--- config.mk ---
export PLATFORM = sky130hd
export DESIGN_NAME = sound_rom_arbiter_flat
export DESIGN_NICKNAME = d
export VERILOG_FILES = /design/src/rtl/sound_pkg.sv /design/src/rtl/sound_rom_arbiter_if.sv /design/src/rtl/sound_rr_pick.sv /design/src/rtl/sound_rom_arbiter.sv /design/src/flat_wrapper.sv
export SDC_FILE = /design/constraint.sdc
export NUM_CORES = 1
export LEC_CHECK = 0
export ABC_AREA = 1
export BUFFER_PORTS_ARGS = -buffer_cell sky130_fd_sc_hd__buf_2
export CORE_UTILIZATION = 51
export CTS_BUF_LIST = sky130_fd_sc_hd__clkbuf_8
export CTS_CLUSTER_DIAMETER = 200
export CTS_CLUSTER_SIZE = 14
export DETAILED_ROUTE_END_ITERATION = 12
export GPL_ROUTABILITY_DRIVEN = 0
export PLACE_DENSITY = 0.91
export SLEW_MARGIN = 20
export SYNTH_ARGS = -nofsm -noshare
export SYNTH_HDL_FRONTEND = slang
export SYNTH_SLANG_ARGS = --single-unit
--- constraint.sdc ---
create_clock -name clk -period 4.05 [get_ports clk]
set_input_delay 0.81 -clock clk [delete_from_list [all_inputs] [get_ports clk]]
set_output_delay 0.81 -clock clk [all_outputs]
set_load 0.05 [all_outputs]
--- src/rtl/sound_pkg.sv ---
// Shared constants for the sound ROM arbiter: FSM encoding, default bus widths
// and the WAIT timeout limit.
package sound_pkg;

    typedef logic [1:0] arb_state_t;

    localparam arb_state_t ST_IDLE = 2'd0;
    localparam arb_state_t ST_LOAD = 2'd1;
    localparam arb_state_t ST_WAIT = 2'd2;
    localparam arb_state_t ST_DONE = 2'd3;

    localparam int DEF_ADDR_W  = 24;
    localparam int DEF_DATA_W  = 8;
    localparam int DEF_TIMEOUT = 255;
    localparam int WAIT_W      = 8;

endpackage

--- src/rtl/sound_rom_arbiter_if.sv ---
// ROM fetch handshake between the arbiter (master) and the sound ROM (slave).
interface sound_rom_arbiter_if
    import sound_pkg::*;
#(
    parameter int ADDR_W = DEF_ADDR_W,
    parameter int DATA_W = DEF_DATA_W
);
    logic              rom_load;
    logic [ADDR_W-1:0] rom_addr;
    logic [DATA_W-1:0] rom_data;
    logic              rom_ready;

    modport master (
        output rom_load,
        output rom_addr,
        input  rom_data,
        input  rom_ready
    );

    modport slave (
        input  rom_load,
        input  rom_addr,
        output rom_data,
        output rom_ready
    );
endinterface

--- src/rtl/sound_rr_pick.sv ---
// Combinational rotating-priority pick: first set req bit searching upward
// from last_winner+1, wrapping modulo NUM_REQ.
module sound_rr_pick #(
    parameter int NUM_REQ = 5,
    parameter int IDX_W   = $clog2(NUM_REQ)
) (
    input  logic [NUM_REQ-1:0] req,
    input  logic [IDX_W-1:0]   last_winner,
    output logic               valid,
    output logic [IDX_W-1:0]   index
);

    int               cand;
    logic [IDX_W-1:0] cand_idx;

    // Walk from the farthest offset down so the nearest candidate is written last.
    always_comb begin
        valid    = 1'b0;
        index    = '0;
        cand     = 0;
        cand_idx = '0;
        for (int k = NUM_REQ; k >= 1; k--) begin
            cand = int'(last_winner) + k;
            if (cand >= NUM_REQ) begin
                cand = cand - NUM_REQ;
            end
            cand_idx = IDX_W'(cand);
            if (req[cand_idx]) begin
                valid = 1'b1;
                index = cand_idx;
            end
        end
    end

endmodule

--- src/rtl/sound_rom_arbiter.sv ---
// Round-robin arbiter sharing one sound ROM fetch port among NUM_REQ channels.
// Define SOUND_ARB_BG_PRIO_EN to give the background channel (0) absolute priority.
module sound_rom_arbiter
    import sound_pkg::*;
#(
    parameter int NUM_REQ = 5,
    parameter int ADDR_W  = DEF_ADDR_W,
    parameter int DATA_W  = DEF_DATA_W,
    parameter int TIMEOUT = DEF_TIMEOUT
) (
    input  logic                      clk,
    input  logic                      rst,
    input  logic [NUM_REQ-1:0]        req,
    input  logic [NUM_REQ*ADDR_W-1:0] req_addr,
    output logic [NUM_REQ-1:0]        gnt,
    output logic [NUM_REQ-1:0]        done,
    output logic [DATA_W-1:0]         rsp_data,
    output logic                      err,
    sound_rom_arbiter_if.master       rom
);

    localparam int IDX_W = $clog2(NUM_REQ);

    arb_state_t        state_reg, state_next;
    logic [IDX_W-1:0]  winner_reg;
    logic [IDX_W-1:0]  last_reg;
    logic [NUM_REQ-1:0] gnt_reg;
    logic [ADDR_W-1:0] addr_reg;
    logic [DATA_W-1:0] rsp_reg;
    logic [WAIT_W-1:0] cnt_reg;
    logic              timeout_reg;

    logic [ADDR_W-1:0] addr_arr [NUM_REQ];
    logic [NUM_REQ-1:0] pick_req;
    logic              pick_valid;
    logic [IDX_W-1:0]  pick_idx;
    logic              sel_valid;
    logic [IDX_W-1:0]  sel_idx;
    logic              wait_expired;

    genvar gi;
    generate
        for (gi = 0; gi < NUM_REQ; gi++) begin : g_addr
            assign addr_arr[gi] = req_addr[gi*ADDR_W +: ADDR_W];
        end
    endgenerate

`ifdef SOUND_ARB_BG_PRIO_EN
    // Background channel is taken out of the rotation and overrides it.
    assign pick_req  = {req[NUM_REQ-1:1], 1'b0};
    assign sel_valid = req[0] | pick_valid;
    assign sel_idx   = req[0] ? '0 : pick_idx;
`else
    assign pick_req  = req;
    assign sel_valid = pick_valid;
    assign sel_idx   = pick_idx;
`endif

    sound_rr_pick #(
        .NUM_REQ (NUM_REQ),
        .IDX_W   (IDX_W)
    ) u_pick (
        .req         (pick_req),
        .last_winner (last_reg),
        .valid       (pick_valid),
        .index       (pick_idx)
    );

    assign wait_expired = (cnt_reg == WAIT_W'(TIMEOUT - 1));

    always_comb begin
        state_next = state_reg;
        case (state_reg)
            ST_IDLE: if (sel_valid) state_next = ST_LOAD;
            ST_LOAD: state_next = ST_WAIT;
            ST_WAIT: if (rom.rom_ready || wait_expired) state_next = ST_DONE;
            ST_DONE: state_next = ST_IDLE;
            default: state_next = ST_IDLE;
        endcase
    end

    always_ff @(posedge clk or negedge rst) begin
        if (!rst) begin
            state_reg   <= ST_IDLE;
            winner_reg  <= '0;
            last_reg    <= IDX_W'(NUM_REQ - 1);
            gnt_reg     <= '0;
            addr_reg    <= '0;
            rsp_reg     <= '0;
            cnt_reg     <= '0;
            timeout_reg <= 1'b0;
        end else begin
            state_reg <= state_next;
            case (state_reg)
                ST_IDLE: begin
                    if (sel_valid) begin
                        winner_reg  <= sel_idx;
                        gnt_reg     <= {{(NUM_REQ-1){1'b0}}, 1'b1} << sel_idx;
                        addr_reg    <= addr_arr[sel_idx];
                        timeout_reg <= 1'b0;
                    end
                end
                ST_LOAD: begin
                    cnt_reg <= '0;
                end
                ST_WAIT: begin
                    if (rom.rom_ready) begin
                        rsp_reg <= rom.rom_data;
                    end else if (wait_expired) begin
                        rsp_reg     <= '0;
                        timeout_reg <= 1'b1;
                        cnt_reg     <= cnt_reg + 1'b1;
                    end else begin
                        cnt_reg <= cnt_reg + 1'b1;
                    end
                end
                ST_DONE: begin
                    gnt_reg     <= '0;
                    last_reg    <= winner_reg;
                    cnt_reg     <= '0;
                    timeout_reg <= 1'b0;
                end
                default: ;
            endcase
        end
    end

    assign gnt          = gnt_reg;
    assign done         = (state_reg == ST_DONE) ? gnt_reg : '0;
    assign err          = (state_reg == ST_DONE) && timeout_reg;
    assign rsp_data     = rsp_reg;
    assign rom.rom_load = (state_reg == ST_LOAD);
    assign rom.rom_addr = addr_reg;

endmodule

--- src/flat_wrapper.sv ---
// flat-port wrapper written by rule: the top's interface ports become plain ports
module sound_rom_arbiter_flat import sound_pkg::*;
#(
    parameter int NUM_REQ = 5,
    parameter int ADDR_W  = DEF_ADDR_W,
    parameter int DATA_W  = DEF_DATA_W,
    parameter int TIMEOUT = DEF_TIMEOUT
)
  (clk, rst, req, req_addr, gnt, done, rsp_data, err, rom_rom_load, rom_rom_addr, rom_rom_data, rom_rom_ready);
  sound_rom_arbiter_if #(.ADDR_W(ADDR_W), .DATA_W(DATA_W)) rom_i ();
  input  logic clk;
  input  logic rst;
  input  logic [NUM_REQ-1:0] req;
  input  logic [NUM_REQ*ADDR_W-1:0] req_addr;
  output logic [NUM_REQ-1:0] gnt;
  output logic [NUM_REQ-1:0] done;
  output logic [DATA_W-1:0] rsp_data;
  output logic err;
  output wire logic [$bits(rom_i.rom_load)-1:0] rom_rom_load;
  output wire logic [$bits(rom_i.rom_addr)-1:0] rom_rom_addr;
  input wire logic [$bits(rom_i.rom_data)-1:0] rom_rom_data;
  input wire logic [$bits(rom_i.rom_ready)-1:0] rom_rom_ready;
  assign rom_rom_load = rom_i.rom_load;
  assign rom_rom_addr = rom_i.rom_addr;
  assign rom_i.rom_data = rom_rom_data;
  assign rom_i.rom_ready = rom_rom_ready;
  sound_rom_arbiter #(.NUM_REQ(NUM_REQ), .ADDR_W(ADDR_W), .DATA_W(DATA_W), .TIMEOUT(TIMEOUT)) u_core (.clk(clk), .rst(rst), .req(req), .req_addr(req_addr), .gnt(gnt), .done(done), .rsp_data(rsp_data), .err(err), .rom(rom_i));
endmodule
### Word-level counts from Yosys, hierarchy flattened

Index checks and enable logic that the tools add are counted.

* register bits: 54
* bits of input ports: 136
* output and inout port bits: 44
* logic and storage cells: 96

* add/sub/neg operators: 11
* order comparisons: 11
* equal/unequal tests: 8
* shift-type cells: 1
* mux-type cells: 42
* bitwise operators: 1
* reduce and logical (&&, ||, !) cells: 14

Operators by type and width (number)
* 24-bit binary-select mux with 3-bit select: 1
* 24-bit 2-to-1 mux: 2
* 3-bit 2-to-1 mux: 10
* 8-bit 2-to-1 mux: 3
* 4-bit by 3-bit >= comparator with 1-bit output (second input constant): 5
* 3-bit by 4-bit less-than comparator with 1-bit output (second input constant): 5
* 8-bit case mux with 2 select lines: 1
* 1-bit binary-select mux with 3-bit select: 5
* 3-bit subtractor (second input constant): 5
* 1-bit 2-to-1 mux: 13
* 5-bit 2-to-1 mux: 2
* 5-bit case mux with 2 select lines: 1
* 2-bit AND reduction: 5
* 3-bit by 2-bit adder with 4-bit output (second input constant): 2
* 3-bit by 3-bit adder with 4-bit output (second input constant): 2
* 8-bit by 1-bit adder with 8-bit output (second input constant): 1
* 8-bit == test (second input constant): 1
* 2-bit case mux with 4 select lines: 1
* 2-bit by 1-bit != test with 1-bit output (second input constant): 3
* 2-bit nonzero test: 3
* 1-bit by 3-bit << shifter with 5-bit output (first input constant): 1
* 3-bit by 1-bit adder with 4-bit output (second input constant): 1
* 2-bit == test (second input constant): 2
* 4-bit >= comparator (second input constant): 1
* 11 further kinds: 12

### Depth between registers and ports, before layout

* depth in word-level cells: 14
* depth in mapped cells: 24
* depth with buffers taken out: 22

### By module

From an unflattened synthesis, not the netlist that was laid out.

* cells, all modules: 685
* area, all modules: 4396.7 um2

By module, submodules not included
* sound_rom_arbiter: times used 1, cells each 522, area each 3513.4 um2, sequential area each 1352.5 um2
* sound_rr_pick: times used 1, cells each 163, area each 883.3 um2, sequential area each 0.0 um2

### Least setup slack after synthesis

Ideal clock, no wire load.

* path type: flip-flop to flip-flop
* from: register u_core.last_reg[0]
* to: register u_core.addr_reg[10], in the netlist u_core.rom.rom_addr[10]
* setup time: 0.073 ns
* arrival time: 2.755 ns
* required time: 3.977 ns
* slack: 1.222 ns
* stages on the path, launching flop included: 23
* buffers on the path: 1
* clock period less this slack: 2.828 ns
* path through: dfrtp_1 -> inv_2 -> ha_1 -> inv_1 -> fa_1 -> a21oi_2 -> inv_1 -> nand2_1 -> nand2_1 -> nand2_1 -> nand3_1 -> nand3_1 -> nand2_1 -> nor2_1 -> nand2_1 -> nand2_4 -> buf_2 -> nand3_1 -> nand2_1 -> nand2_1 -> nand2_1 -> nand2_1 -> a21oi_2

* word-level cells in the longest chain between the ends: 14
* elaborated cells between the ends (all ways): 45
* those cells by class: 10 x add/sub; 5 x order compare; 28 x mux; 1 x bitwise; 1 x reduce/logical

Ends and longest elaborated chain
* start, declared: RTL line sound_rom_arbiter.sv:26 `logic [IDX_W-1:0] last_reg;`
* start signal, assigned: RTL line sound_rom_arbiter.sv:86 `last_reg <= IDX_W'(NUM_REQ - 1);`
* start signal, assigned: RTL line sound_rom_arbiter.sv:119 `last_reg <= winner_reg;`
* 3-bit by 3-bit adder with 4-bit output: RTL line sound_rr_pick.sv:23 `cand = int'(last_winner) + k;`
* 4-bit by 3-bit >= comparator with 1-bit output or 3-bit subtractor (tied branches): RTL line sound_rr_pick.sv:24, sound_rr_pick.sv:25
* 3-bit 2-to-1 mux: RTL line sound_rr_pick.sv:24 `if (cand >= NUM_REQ) begin`
* 1-bit binary-select mux with 3-bit select: RTL line sound_rr_pick.sv:28 `if (req[cand_idx]) begin`
* 1-bit 2-to-1 mux (not written as such): RTL line sound_rr_pick.sv:28
* 3-bit 2-to-1 mux (5 in a row): RTL line sound_rr_pick.sv:28
* 3-bit NOT with 4-bit output (not written as such): RTL line sound_rom_arbiter.sv:99 `addr_reg <= addr_arr[sel_idx];`
* 24-bit binary-select mux with 3-bit select: RTL line sound_rom_arbiter.sv:99
* 24-bit 2-to-1 mux (not written as such) (2 in a row): RTL line sound_rom_arbiter.sv:99
* end signal, assigned: RTL line sound_rom_arbiter.sv:99
* end, declared: RTL line sound_rom_arbiter.sv:28 `logic [ADDR_W-1:0] addr_reg;`

Parallel ways exist; a longest one is shown, timed or not. The select of a mux whose other input is x is not followed.
A chain may end at the register's enable or synchronous reset.

### Worst setup path in the final report

* from: register u_core.last_reg[0]
* to: register u_core.addr_reg[5], in the netlist u_core.rom.rom_addr[5]

Same word-level chain as after synthesis.

==> metrics <==
run status finished, final reports clean; Worst R2R End u_core.rom.rom_addr[5]; RSZ-0062 raised after global routing false; most common cell after layout, fill and taps aside nand2_1; Final Hold Viols 0; hold path startpoint u_core.winner_reg[2]; Routed Antenna Nets 0; Layout area overhead 21.8%; synth warn 0; met1 Use GR 39.0%; internal reg-to-reg setup slack around 0.40 ns; All-Layer GR Usage 31.0%; Async SR Flop Fraction 100%; Post-synth top flop dfrtp_1; die footprint 0.00919 mm2; clk_lat worst skew 0.31 ns; met2 GRT Util 53.5%; Vias 5247; via-per-instance ratio approximately 5.4; Crit path largest cell delay 0.46 ns; TritonCTS Sinks 54; Worst-path clk slew 0.09 ns; Residual DRC 0; Placement Rows 33; core box area roughly 0.0084 mm2; Crit Path Max Fanout 28; Critical Path Start u_core.last_reg[0]; max_cap viols 0; Final Max Slew Viols 0; fraction of final layout cells sized beyond drive strength 1 between 20% and 30%; CP Capture Type flop; Mapped Nets ~860; clock skew between 0.008 and 0.009 ns; # hold bufs at CTS 0; Largest register FFs 24; Seq cells post-synth 54; relative slew slack 38.8%; clock buffer depth 2; die width ~96 um; drt first pass iters 5; post-synth cell types 35; Buffers on Ports 179; sequential fraction of the synthesis area 30.1%; Worst Tran Pin Value about 0.92 ns; Post-synth EDFFs 0; final WL between 10 and 15 mm; diodes inserted 0; global routing met3 resource utilization 4.34%; TritonCTS clock tree built; H-tree levels 2; starting DRC count in detailed routing 286; Setup-failing EPs final 0; TritonCTS Buffers 5; period utilisation layout 90.0%; fmax between 200 and 300 MHz; total gr overflow 0; crit path DAT 3.88 ns; Root Buffer clkbuf_8; TNS Setup 0 ns; origin of the critical flop-to-flop path u_core.last_reg[0]; most frequent cells in the layout 282 x nand2_1, 179 x buf_2, 87 x nand3_1; WP buf/inv 4; Initial Utilization 53.6%; num ports between 150 and 200; Worst setup SP type flop; worst setup path end u_core.rom.rom_addr[5]; vias in the first global route 4801; most frequent CP cell nand2_1; WL/cell about 14 um; Crit-path slowest cell fa_1; initial antenna violation count 0; Worst R2R Path Depth 22; Layout Nets 1018; worst min path class flop to flop; GRT busiest layer met2; WP data required ~4.3 ns; Syn Inst Count 704; Syn Area/Cell 6.38 um2; Die H 95.9 um; CP Class flop to flop; Synth Cell Area 0.00449 mm2; first-pass GRT wire length ~22 mm; CP Depth 22; largest net degree at the start of global routing 52; family with the most delay on the worst path simple AND/OR/NAND/NOR gates; minimum clock period 3.65 ns; worst path cell trace inv_2 -> ha_1 -> inv_1 -> fa_1 -> a21oi_2 -> inv_1 -> nand2_1 -> nand2_1 -> nand2_1 -> nand3_1 -> nand3_1 -> nand2_1 -> nor2_1 -> nand2_1 -> nand2_8 -> buf_4 -> nand3_1 -> nand2_1 -> nand2_1 -> nand2_1 -> nand2_1 -> a21oi_1; HPWL Detailed 10.4 mm
-- tightest hold or removal path, delay by kind of cell (launching register included) --
kind | cells | cell delay [ns]
AO/OA/AOI/OAI | 1 | 0.06
flip-flops | 1 | 0.35
AND/OR/NAND/NOR | 1 | 0.05
-- logic make-up after synthesis --
logic type | synth area share [%]
simple gates | 42.4
flops | 30.1
buf+inv | 9.08
fa+ha+maj | 4.90
xor+xnor | 0.390
compound gates | 13.1
-- worst min path at each step --
stage | cells past startpoint | endpoint
4_1_cts | 2 | u_core.winner_reg[1]
5_1_grt | 2 | u_core.winner_reg[1]
3_5_place_dp | 2 | u_core.last_reg[2]
3_3_place_gp | 2 | u_core.winner_reg[0]
2_1_floorplan | 2 | u_core.last_reg[0]
6_report | 2 | u_core.last_reg[2]
-- per-layer routing --
layer / up-vias / part of all wire [%] / wire length [um]
met5: - / 0 / 0
met3: 44 / 6.7 / 936
met1: 2369 / 40 / 5610
li1: 2587 / - / -
met2: 247 / 49 / 6860
met4: 0 / 3.3 / 460
-- synth_stat cells, drive strengths merged, types with 6 or more instances --
cell type    n  share of area (%)
a21oi       60                8.4
nand3       89                 10
nor3         7               0.78
o21ai       35                4.3
nand2      292                 26
buf         27                3.9
ha          16                4.5
nand4        6               0.84
inv         54                4.6
nor2        44                4.0
dfrtp       53                 30
-- final cells by class --
| type | instances | area (um2) |
|---|---|---|
| timing repair buffer | 185 | 941 |
| sequential | 54 | 1350 |
| clock buffer | 5 | 68.8 |
| multi-input combinational | 562 | 2750 |
| inverter | 57 | 218 |
| clock inverter | 3 | 11.3 |
| tap | 105 | 131 |
| fill | 794 | 2910 |
-- stage by stage --
step | instance area [um2] | utilization [%] | instances | setup slack [ns] | hold WS, ns
finish | 5470 | 65.3 | 971 | 0.404 | 0.495
global route | 5470 | 65.3 | 971 | 0.0257 | 0.511
CTS | 5460 | 65.1 | 971 | 0.378 | 0.496
detailed placement | 5380 | 64.1 | 963 | 0.407 | 0.473
global placement | 5380 | 64.1 | 963 | 0.455 | 0.466
floorplan | 4490 | - | 704 | 1.22 | 0.453
-- timing repair --
item | in CTS | in global routing
hold endpoints to repair | 0 | 0
buffers inserted | 0 | 0
resized for setup | 0 | 2
setup endpoints to repair | 0 | 20
Power is left out: the tool's default activity adds up to more than one toggle a clock period on the data nets, which glitch-free logic cannot reach.
